<file path="src/rtl/io_switch_led_ctrl_if.sv">
// CPU-side IO bus for the LED/switch responder.
//   master: CPU steering logic (drives strobes, decoded selects, address, store data)
//   slave : io_switch_led_ctrl (returns registered read data and its valid pulse)
interface io_switch_led_ctrl_if;
  logic        io_read;      // single-cycle read strobe
  logic        io_write;     // single-cycle write strobe
  logic        led_ctrl;     // LED window decode
  logic        switch_ctrl;  // switch window decode
  logic [2:0]  addr_low;     // address bits [2:0]; bit 2 selects register
  logic [15:0] wdata;        // store data
  logic [15:0] io_rdata;     // read data, 1 cycle after io_read
  logic        rdata_valid;  // io_rdata valid this cycle

  modport master (
    output io_read, io_write, led_ctrl, switch_ctrl, addr_low, wdata,
    input  io_rdata, rdata_valid
  );

  modport slave (
    input  io_read, io_write, led_ctrl, switch_ctrl, addr_low, wdata,
    output io_rdata, rdata_valid
  );
endinterface

</file>
<file path="src/rtl/io_switch_led_ctrl.sv">
// Memory-mapped IO responder for the board LEDs and switches.
//   clk        : system clock
//   rst        : asynchronous active-low reset
//   bus        : CPU IO bus (slave side), registers:
//                  led_ctrl    off0 LED_DATA   R/W
//                  led_ctrl    off1 BLINK_MASK R/W
//                  switch_ctrl off0 SW_STABLE  RO
//                  switch_ctrl off1 SW_EDGE    R / W1C
//                offset is addr_low[2]; read data returns one cycle after io_read
//   switch_pin : raw asynchronous board switches
//   led        : LED drive, LED_DATA with masked bits blanked during blink phase
module io_switch_led_ctrl #(
  parameter int unsigned DEBOUNCE_CYCLES = 200000,
  parameter int unsigned BLINK_DIV       = 5000000,
  parameter int unsigned CNT_W           = 24
) (
  input  logic                  clk,
  input  logic                  rst,
  io_switch_led_ctrl_if.slave   bus,
  input  logic [15:0]           switch_pin,
  output logic [15:0]           led
);

  localparam logic [CNT_W-1:0] DebLast   = CNT_W'(DEBOUNCE_CYCLES - 1);
  localparam logic [CNT_W-1:0] BlinkLast = CNT_W'(BLINK_DIV - 1);

  logic [15:0]      led_data_q, led_data_d;
  logic [15:0]      blink_mask_q, blink_mask_d;
  logic [15:0]      sw_meta_q, sw_sync_q, sw_prev_q;
  logic [15:0]      sw_stable_q, sw_stable_d;
  logic [15:0]      sw_rise_q, sw_rise_d;
  logic [CNT_W-1:0] deb_cnt_q, deb_cnt_d;
  logic [CNT_W-1:0] blink_cnt_q, blink_cnt_d;
  logic             phase_q, phase_d;
  logic [15:0]      rdata_q, rdata_d;
  logic             valid_q;

  logic        sel_led, sel_sw, off;
  logic [15:0] w1c_mask, rise_bits;
  logic        unused_addr;

  // Both windows selected at once is a decode conflict: treat as unmapped.
  assign sel_led     = bus.led_ctrl & ~bus.switch_ctrl;
  assign sel_sw      = bus.switch_ctrl & ~bus.led_ctrl;
  assign off         = bus.addr_low[2];
  assign unused_addr = ^bus.addr_low[1:0];

  always_comb begin
    led_data_d   = led_data_q;
    blink_mask_d = blink_mask_q;
    if (bus.io_write && sel_led) begin
      if (off) blink_mask_d = bus.wdata;
      else     led_data_d   = bus.wdata;
    end
  end

  // Debounce: one counter for the whole vector. A change of sw_sync mid-count
  // restarts the hold period so only a vector held steady is accepted.
  always_comb begin
    sw_stable_d = sw_stable_q;
    deb_cnt_d   = deb_cnt_q;
    if (sw_sync_q == sw_stable_q) begin
      deb_cnt_d = '0;
    end else if (deb_cnt_q == DebLast) begin
      sw_stable_d = sw_sync_q;
      deb_cnt_d   = '0;
    end else if ((deb_cnt_q != '0) && (sw_sync_q != sw_prev_q)) begin
      deb_cnt_d = '0;
    end else begin
      deb_cnt_d = deb_cnt_q + CNT_W'(1);
    end
  end

  // Rising-edge flags: a W1C in the same cycle as a new rise leaves the bit set.
  always_comb begin
    rise_bits = sw_stable_d & ~sw_stable_q;
    w1c_mask  = (bus.io_write && sel_sw && off) ? bus.wdata : 16'h0000;
    sw_rise_d = (sw_rise_q & ~w1c_mask) | rise_bits;
  end

  always_comb begin
    phase_d = phase_q;
    if (blink_cnt_q == BlinkLast) begin
      blink_cnt_d = '0;
      phase_d     = ~phase_q;
    end else begin
      blink_cnt_d = blink_cnt_q + CNT_W'(1);
    end
  end

  // Read mux uses current register values, so a same-cycle write is not seen.
  always_comb begin
    rdata_d = rdata_q;
    if (bus.io_read) begin
      rdata_d = 16'h0000;
      if (sel_led)     rdata_d = off ? blink_mask_q : led_data_q;
      else if (sel_sw) rdata_d = off ? sw_rise_q : sw_stable_q;
    end
  end

  always_ff @(posedge clk or negedge rst) begin
    if (!rst) begin
      led_data_q   <= '0;
      blink_mask_q <= '0;
      sw_meta_q    <= '0;
      sw_sync_q    <= '0;
      sw_prev_q    <= '0;
      sw_stable_q  <= '0;
      sw_rise_q    <= '0;
      deb_cnt_q    <= '0;
      blink_cnt_q  <= '0;
      phase_q      <= 1'b0;
      rdata_q      <= '0;
      valid_q      <= 1'b0;
    end else begin
      led_data_q   <= led_data_d;
      blink_mask_q <= blink_mask_d;
      sw_meta_q    <= switch_pin;
      sw_sync_q    <= sw_meta_q;
      sw_prev_q    <= sw_sync_q;
      sw_stable_q  <= sw_stable_d;
      sw_rise_q    <= sw_rise_d;
      deb_cnt_q    <= deb_cnt_d;
      blink_cnt_q  <= blink_cnt_d;
      phase_q      <= phase_d;
      rdata_q      <= rdata_d;
      valid_q      <= bus.io_read;
    end
  end

  assign bus.io_rdata    = rdata_q;
  assign bus.rdata_valid = valid_q;
  assign led             = led_data_q & ~(blink_mask_q & {16{phase_q}});

endmodule

</file>
<file path="src/flat_wrapper.sv">
// flat-port wrapper written by rule: the top's interface ports become plain ports
module io_switch_led_ctrl_flat 
#(
  parameter int unsigned DEBOUNCE_CYCLES = 200000,
  parameter int unsigned BLINK_DIV       = 5000000,
  parameter int unsigned CNT_W           = 24
)
  (clk, rst, switch_pin, led, bus_io_read, bus_io_write, bus_led_ctrl, bus_switch_ctrl, bus_addr_low, bus_wdata, bus_io_rdata, bus_rdata_valid);
  io_switch_led_ctrl_if bus_i ();
  input  logic clk;
  input  logic rst;
  input  logic [15:0] switch_pin;
  output logic [15:0] led;
  input wire logic [$bits(bus_i.io_read)-1:0] bus_io_read;
  input wire logic [$bits(bus_i.io_write)-1:0] bus_io_write;
  input wire logic [$bits(bus_i.led_ctrl)-1:0] bus_led_ctrl;
  input wire logic [$bits(bus_i.switch_ctrl)-1:0] bus_switch_ctrl;
  input wire logic [$bits(bus_i.addr_low)-1:0] bus_addr_low;
  input wire logic [$bits(bus_i.wdata)-1:0] bus_wdata;
  output wire logic [$bits(bus_i.io_rdata)-1:0] bus_io_rdata;
  output wire logic [$bits(bus_i.rdata_valid)-1:0] bus_rdata_valid;
  assign bus_i.io_read = bus_io_read;
  assign bus_i.io_write = bus_io_write;
  assign bus_i.led_ctrl = bus_led_ctrl;
  assign bus_i.switch_ctrl = bus_switch_ctrl;
  assign bus_i.addr_low = bus_addr_low;
  assign bus_i.wdata = bus_wdata;
  assign bus_io_rdata = bus_i.io_rdata;
  assign bus_rdata_valid = bus_i.rdata_valid;
  io_switch_led_ctrl #(.DEBOUNCE_CYCLES(DEBOUNCE_CYCLES), .BLINK_DIV(BLINK_DIV), .CNT_W(CNT_W)) u_core (.clk(clk), .rst(rst), .bus(bus_i), .switch_pin(switch_pin), .led(led));
endmodule
</file>
<file path="config.mk">
export PLATFORM = sky130hd
export DESIGN_NAME = io_switch_led_ctrl_flat
export DESIGN_NICKNAME = d
export VERILOG_FILES = /design/src/rtl/io_switch_led_ctrl_if.sv /design/src/rtl/io_switch_led_ctrl.sv /design/src/flat_wrapper.sv
export SDC_FILE = /design/constraint.sdc
export NUM_CORES = 1
export LEC_CHECK = 0
export ABC_AREA = 1
export CELL_PAD_IN_SITES_DETAIL_PLACEMENT = 1
export CELL_PAD_IN_SITES_GLOBAL_PLACEMENT = 2
export CORE_MARGIN = 10
export CORE_UTILIZATION = 35
export CTS_CLUSTER_SIZE = 25
export DETAILED_ROUTE_END_ITERATION = 16
export PLACE_DENSITY_LB_ADDON = 0.1
export SKIP_CTS_REPAIR_TIMING = 1
export SLEW_MARGIN = 20
export SYNTH_ARGS = -nofsm -noshare
export SYNTH_HDL_FRONTEND = slang
export SYNTH_SLANG_ARGS = --single-unit
</file>
<file path="constraint.sdc">
create_clock -name clk -period 2.3 [get_ports clk]
set_input_delay 0.46 -clock clk [delete_from_list [all_inputs] [get_ports clk]]
set_output_delay 0.46 -clock clk [all_outputs]
set_load 0.02 [all_outputs]
</file>
==> impl_metrics.csv, run 1 <==
group,metric,value,unit
die,die-area,30300,sq um
grt,grt_usage,15.0,%
job,cap_violations,0,
setup_path,cp-start-kind,"register",
setup_path,critical_path.max_fanout,12,
synth,yosys.area.top_type,"dfrtp_1",
placement,gp_congestion,0.798,
timing,worst_pin_slew,0.608,ns
route,num_vias,6623,
timing,rsz0062_at_grt,"no",
route,postRouteAntennaNets,0,
setup_path,end_kind,"output port",
grt,met2_usage,25.8,%
setup_path,crit_arrival,1.75,ns
timing,fmax,0.452,GHz
power,p_clk_share,39.3,%
setup_path,critPathKind,"reg -> out",
cts,numCtsBuffers,17,
finish,antenna_cells,0,
power,swShare,27.9,%
placement,place_inst,1358,
timing,setup_viol,0,
route,first_iter_violations,347,
timing,final.setup.tns,0,ns
timing,clock_skew,0.00931,ns
route,drc,0,
power,comb_power_share,11.5,%
cts,htree_levels,4,
power,seqPwrFrac,49.2,%
placement,dp_hpwl,16.1,mm
synth,seq_area_frac_synth,53.6,%
power,p_leak,0.00495,uW
finish,final_cells,1390,
finish,syn_to_final_growth,20.7,%
power,power_density,709,nW/um^2
cts,cts_num_sinks,178,
power,fin_total_pwr,7110,uW
die,core-area,23400,sq um
synth,synth_top_area_share,53.6,%
die,io-pin-count,74,
die,rows,56,
grt,grt_pass1_wl,36.9,mm
synth,syn-instance-count,980,
power,p_int,5130,uW
synth,syn-cell-area,8310,sq um
status,status,"finished clean",
finish,nNetsFinal,1103,
synth,postSynthNetCount,1024,
route,via_per_inst,4.76,
synth,ys_warn_count,0,
synth,avgSynthCellArea,8.48,sq um
power,switchingPower,1990,uW
cts,cts_tree,"built",
grt,first_global_vias,6920,
route,wire_per_inst,16.1,um
grt,met3_usage,2.97,%
timing,min_period,2.21,ns
grt,grt.overflow.total,0,
timing,hold_viol,0,
route,wl,22.4,mm
grt,grt_antenna_before_repair,0,
worst_hold_path,hold_path.class,"reg -> reg",
timing,finalMaxSlewViolations,0,
die,die_h,174,um
cts,clk_path_buf_depth,2,
finish,fillerInstances,2806,
grt,use_met1,18.7,%
route,dr.pass1.iters,4,
synth,ys_ff_latch,178,
cts,cts-root-buf,"clkbuf_16",
cts,clk_latency,0.43,ns
timing,relSlewSlack,59.4,%
synth,yosysUniqueCellTypes,41,
timing,min_period_over_period,96.2,%
setup_path,critPathRequiredTime,1.84,ns
synth,synth_area_leaders,"dfrtp_1, nand2_1, inv_1",
grt,top_usage_layer,"met2",
finish,drive_above_1_share,8.12,%
power,ir_worst_vdd,0.000489,V
grt,grt_max_degree,63,
die,die_w,174,um
die,start_util,35.5,%
cts,clk_pin_slew,0.07,ns
placement,placement.io_buffers,71,
[power groups by stage]
stage	Sequential, uW	Clock [uW]	Combinational, uW
floorplan	3560	0	385
global placement	3550	0	831
detailed placement	3560	0	845
CTS	3500	2890	849
global route	3530	3040	922
finish	3500	2800	817
[cells by family (layout without fill, tap and decap cells)]
group,count (synthesis),in the layout,synth area share (%)
AOI/OAI and AO/OA,161,161,11.5
xor gates and xnor gates,28,28,2.95
adders and majority gates,3,3,0.452
buffers and inverters,162,253,7.79
DFF,178,178,53.6
and+or+nand+nor,448,448,23.7
[synth_stat cells, drive strengths merged]
library cell and count:
nor3 12, buf 8, nand2 239, o211ai 17, or2 3, xnor2 7
o221ai 1, dfrtp 178, a31oi 19, inv 135, o21ai 86, ha 3
xor2 21, nand3b 1, nand3 39, and3 1, nor3b 1, clkbuf 19
nor2 114, nor4 6, o21bai 1, o211a 1, a21boi 1, a21oi 35
nand4 32
[state kept, by name, summed over array words and instances, names as in the netlist]
register and count:
u_core.bus.rdata_valid 1, u_core.sw_prev_q 16, u_core.deb_cnt_q 24, u_core.bus.io_rdata 16
u_core.led_data_q 16, u_core.sw_rise_q 16, u_core.sw_sync_q 16, u_core.sw_stable_q 16
u_core.blink_cnt_q 24, u_core.phase_q 1, u_core.sw_meta_q 16, u_core.blink_mask_q 16
[routing by layer]
layer / vias up / wire (um) / share of wire [%]
met5: - / 0 / 0
met4: 0 / 359 / 1.6
met3: 21 / 520 / 2.3
met2: 82 / 11100 / 50
met1: 3208 / 10400 / 46
li1: 3312 / - / -
[through the flow]
step	hold WS (ns)	area (sq um)	setup slack [ns]	util, %
after floorplan	0.164	8310	0.692	-
after global placement	0.333	9430	0.232	40.3
after detailed placement	0.336	9430	0.240	40.3
after CTS	-0.0822	9980	-0.229	42.7
after global routing	0.353	10000	0.00390	42.9
final	0.350	10000	0.0865	42.9
[placed cells by master, fill, tap and decap left out, types with 3 or more instances in the layout]
master,Yosys,final
clkdlybuf4s50_1,0,56
inv_8,0,5
inv_6,0,3
buf_4,2,12
dfrtp_1,178,177
ha_1,3,3
clkbuf_16,0,17
o211ai_1,17,17
dlymetal6s2s_1,0,14
xnor2_1,7,7
nand2_1,235,235
nor3_1,10,10
nand2_2,3,3
a21oi_1,34,34
nand3_1,35,35
nand4_1,31,31
a31oi_1,19,19
buf_12,0,3
o21ai_2,16,16
nand3_2,4,4
clkinvlp_4,0,3
o21ai_0,70,70
inv_1,133,133
nor4_1,5,5
nor2_2,5,5
nor2_4,3,3
xor2_1,21,21
nor2_1,106,106
[path summary, 6_finish.rpt]
path                                                      start                            endpoint  slack [ns]  cells after the start
worst max-delay path                 u_core.phase_q$_DFFE_PN0N_                              led[9]        0.09                      2
worst min-delay path              u_core.sw_meta_q[8]$_DFF_PN0_       u_core.sw_sync_q[8]$_DFF_PN0_        0.35                      0
worst max register to register  u_core.blink_cnt_q[0]$_DFF_PN0_    u_core.blink_cnt_q[13]$_DFF_PN0_        0.41                      7
worst min register to register    u_core.sw_meta_q[8]$_DFF_PN0_       u_core.sw_sync_q[8]$_DFF_PN0_        0.35                      0
max in group asynchronous                                   rst     u_core.blink_cnt_q[2]$_DFF_PN0_        1.14                      3
min in group asynchronous                                   rst  u_core.blink_mask_q[3]$_DFFE_PN0P_        0.50                      2
[final cells by class]
class	count	area, sq um	share of cell area, %
clock buffer	18	429	4.28
clock inverter	13	123	1.22
sequential	178	4460	44.4
inverter	135	507	5.05
timing repair buffer	87	910	9.07
tap	319	399	3.98
multi-input combinational	640	3210	32.0
[worst max-delay path, stage by stage (launching register included)]
cell	delay, ns
dfrtp_2	0.52
a21oi_1	0.18
clkdlybuf4s50_1	0.62
Power figures use the tool's default switching activity.
==> inputs of run 2 (changes only) <==
--- a/config.mk
+++ b/config.mk
@@ -13,6 +13,7 @@
 export CTS_CLUSTER_SIZE = 25
 export DETAILED_ROUTE_END_ITERATION = 16
 export PLACE_DENSITY_LB_ADDON = 0.1
+export RECOVER_POWER = 25
 export SKIP_CTS_REPAIR_TIMING = 1
 export SLEW_MARGIN = 20
 export SYNTH_ARGS = -nofsm -noshare
==> run 2 against run 1 <==
  * The run now ends with max-capacitance violations, max-slew violations left
  * Wire length about the same
  * Critical path depth unchanged
  * Via count decreased by 0.23%
  * Power about the same
  * Largest cell class unchanged
==> impl_metrics.csv, run 2 (synthesized netlist as in run 1, its figures left out) <==
group,metric,value,unit
status,status,"finished, violations left",
status,violations,"max-capacitance violations, max-slew violations",
setup_path,worst_path_max_delay_cell,"clkdlybuf4s50_1",
grt,grt_max_degree,63,
cts,cts_num_sinks,178,
placement,placement.io_buffers,71,
worst_hold_path,hold_start,"u_core.sw_meta_q[8]$_DFF_PN0_",
grt,grt_usage,15.0,%
power,p_leak,0.00494,uW
finish,syn_to_final_growth,20.5,%
route,wire_per_inst,16.1,um
cts,numCtsBuffers,17,
setup_path,crit_arrival,1.75,ns
route,via_per_inst,4.75,
placement,dp_hpwl,16.1,mm
timing,setup_viol,0,
finish,mostFrequentLayoutCell,"nand2_1",
worst_hold_path,hold_path.class,"reg -> reg",
finish,drive_above_1_share,7.94,%
setup_path,critical_path.max_fanout,12,
cts,clk_path_buf_depth,2,
timing,rsz0062_at_grt,"no",
finish,antenna_cells,0,
setup_path,rr_endpoint,"u_core.blink_cnt_q[13]$_DFF_PN0_",
timing,relSlewSlack,-7.73,%
grt,grt_pass1_wl,36.9,mm
finish,utilization,42.8,%
job,cap_violations,1,
worst_hold_path,min_to,"u_core.sw_sync_q[8]$_DFF_PN0_",
setup_path,critPathRequiredTime,1.84,ns
route,dr.pass1.iters,4,
timing,final.setup.tns,0,ns
route,postRouteAntennaNets,0,
timing,finalMaxSlewViolations,34,
setup_path,r2r_start,"u_core.blink_cnt_q[0]$_DFF_PN0_",
setup_path,end_kind,"output port",
setup_path,crit_chain,"a21oi_1 -> clkdlybuf4s50_1",
grt,grt_antenna_before_repair,0,
finish,nNetsFinal,1103,
cts,htree_levels,4,
finish,fillerInstances,2809,
die,die-area,30300,sq um
die,die_h,174,um
die,io-pin-count,74,
setup_path,slowest_delay,0.62,ns
timing,hold_slack,0.349,ns
cts,cts-root-buf,"clkbuf_16",
route,drc,0,
placement,gp_congestion,0.798,
setup_path,ff2ff_setup_slack,0.34,ns
cts,clk_latency,0.43,ns
power,ir_worst_vdd,0.000489,V
route,wl,22.4,mm
timing,hold_viol,0,
finish,largestRegisters,"u_core.blink_cnt_q x24, u_core.deb_cnt_q x24",
die,rows,56,
timing,min_period,2.21,ns
timing,fmax,0.452,GHz
setup_path,r2r_cells,7,
finish,layout_common_cells,"nand2_1, dfrtp_1, inv_1, nor2_1, o21ai_0",
timing,worst_pin_slew,1.62,ns
finish,final_cells,1390,
grt,grt.overflow.total,0,
timing,clock_skew,0.00873,ns
setup_path,cp-start-kind,"register",
die,core-area,23400,sq um
route,num_vias,6608,
placement,pre_cts_ws,0.240,ns
cts,cts_tree,"built",
timing,setup_ws,0.0852,ns
route,first_iter_violations,351,
cts,clk_pin_slew,0.07,ns
grt,first_global_vias,6920,
worst_hold_path,whs_path_depth,0,
timing,min_period_over_period,96.3,%
die,start_util,35.5,%
power,power_density,710,nW/um^2
die,die_w,174,um
setup_path,critPathKind,"reg -> out",
placement,place_inst,1358,
run 2: area by class of cell:
type | instances | area (sq um) | share of cell area [%]
sequential | 178 | 4460 | 44.5
multi-input combinational | 640 | 3200 | 32.0
timing repair buffer | 87 | 897 | 8.96
inverter | 135 | 507 | 5.06
clock buffer | 18 | 429 | 4.29
tap | 319 | 399 | 3.99
clock inverter | 13 | 123 | 1.22
run 2: layer usage:
layer | vias to the layer above | wire, um | GRT usage, %
met5 | - | 0 | 0
met4 | 0 | 356 | 4.35
met3 | 23 | 487 | 2.97
met2 | 76 | 11100 | 25.8
met1 | 3197 | 10400 | 18.7
li1 | 3312 | - | -
run 2: power breakdown:
group	internal [uW]	switching, uW
registers	3360	144
logic	337	473
clock network	1430	1370
total	5120	1990
run 2: critical path, delay by kind of cell (launching register included):
family / cells / cell delay, ns
buffers and inverters: 1 / 0.62
flip-flops: 1 / 0.52
AO/OA/AOI/OAI: 1 / 0.18
run 2: worst max path at each step:
stage | start | end | slack, ns | cells after the start
floorplan | u_core.deb_cnt_q[0]$_DFF_PN0_ | u_core.sw_stable_q[11]$_DFF_PN0_ | 0.69 | 9
global placement | u_core.phase_q$_DFFE_PN0N_ | led[2] | 0.23 | 3
CTS | u_core.phase_q$_DFFE_PN0N_ | led[2] | -0.23 | 3
detailed placement | u_core.phase_q$_DFFE_PN0N_ | led[2] | 0.24 | 3
global route | u_core.phase_q$_DFFE_PN0N_ | led[9] | 0.004 | 2
finish | u_core.phase_q$_DFFE_PN0N_ | led[9] | 0.09 | 2
run 2: metrics by stage:
step | total power (uW) | instance area [sq um]
final | 7110 | 10000
after global placement | 4390 | 9430
after global routing | 7490 | 10000
after detailed placement | 4410 | 9430
after CTS | 7240 | 9980
after floorplan | 3940 | 8310
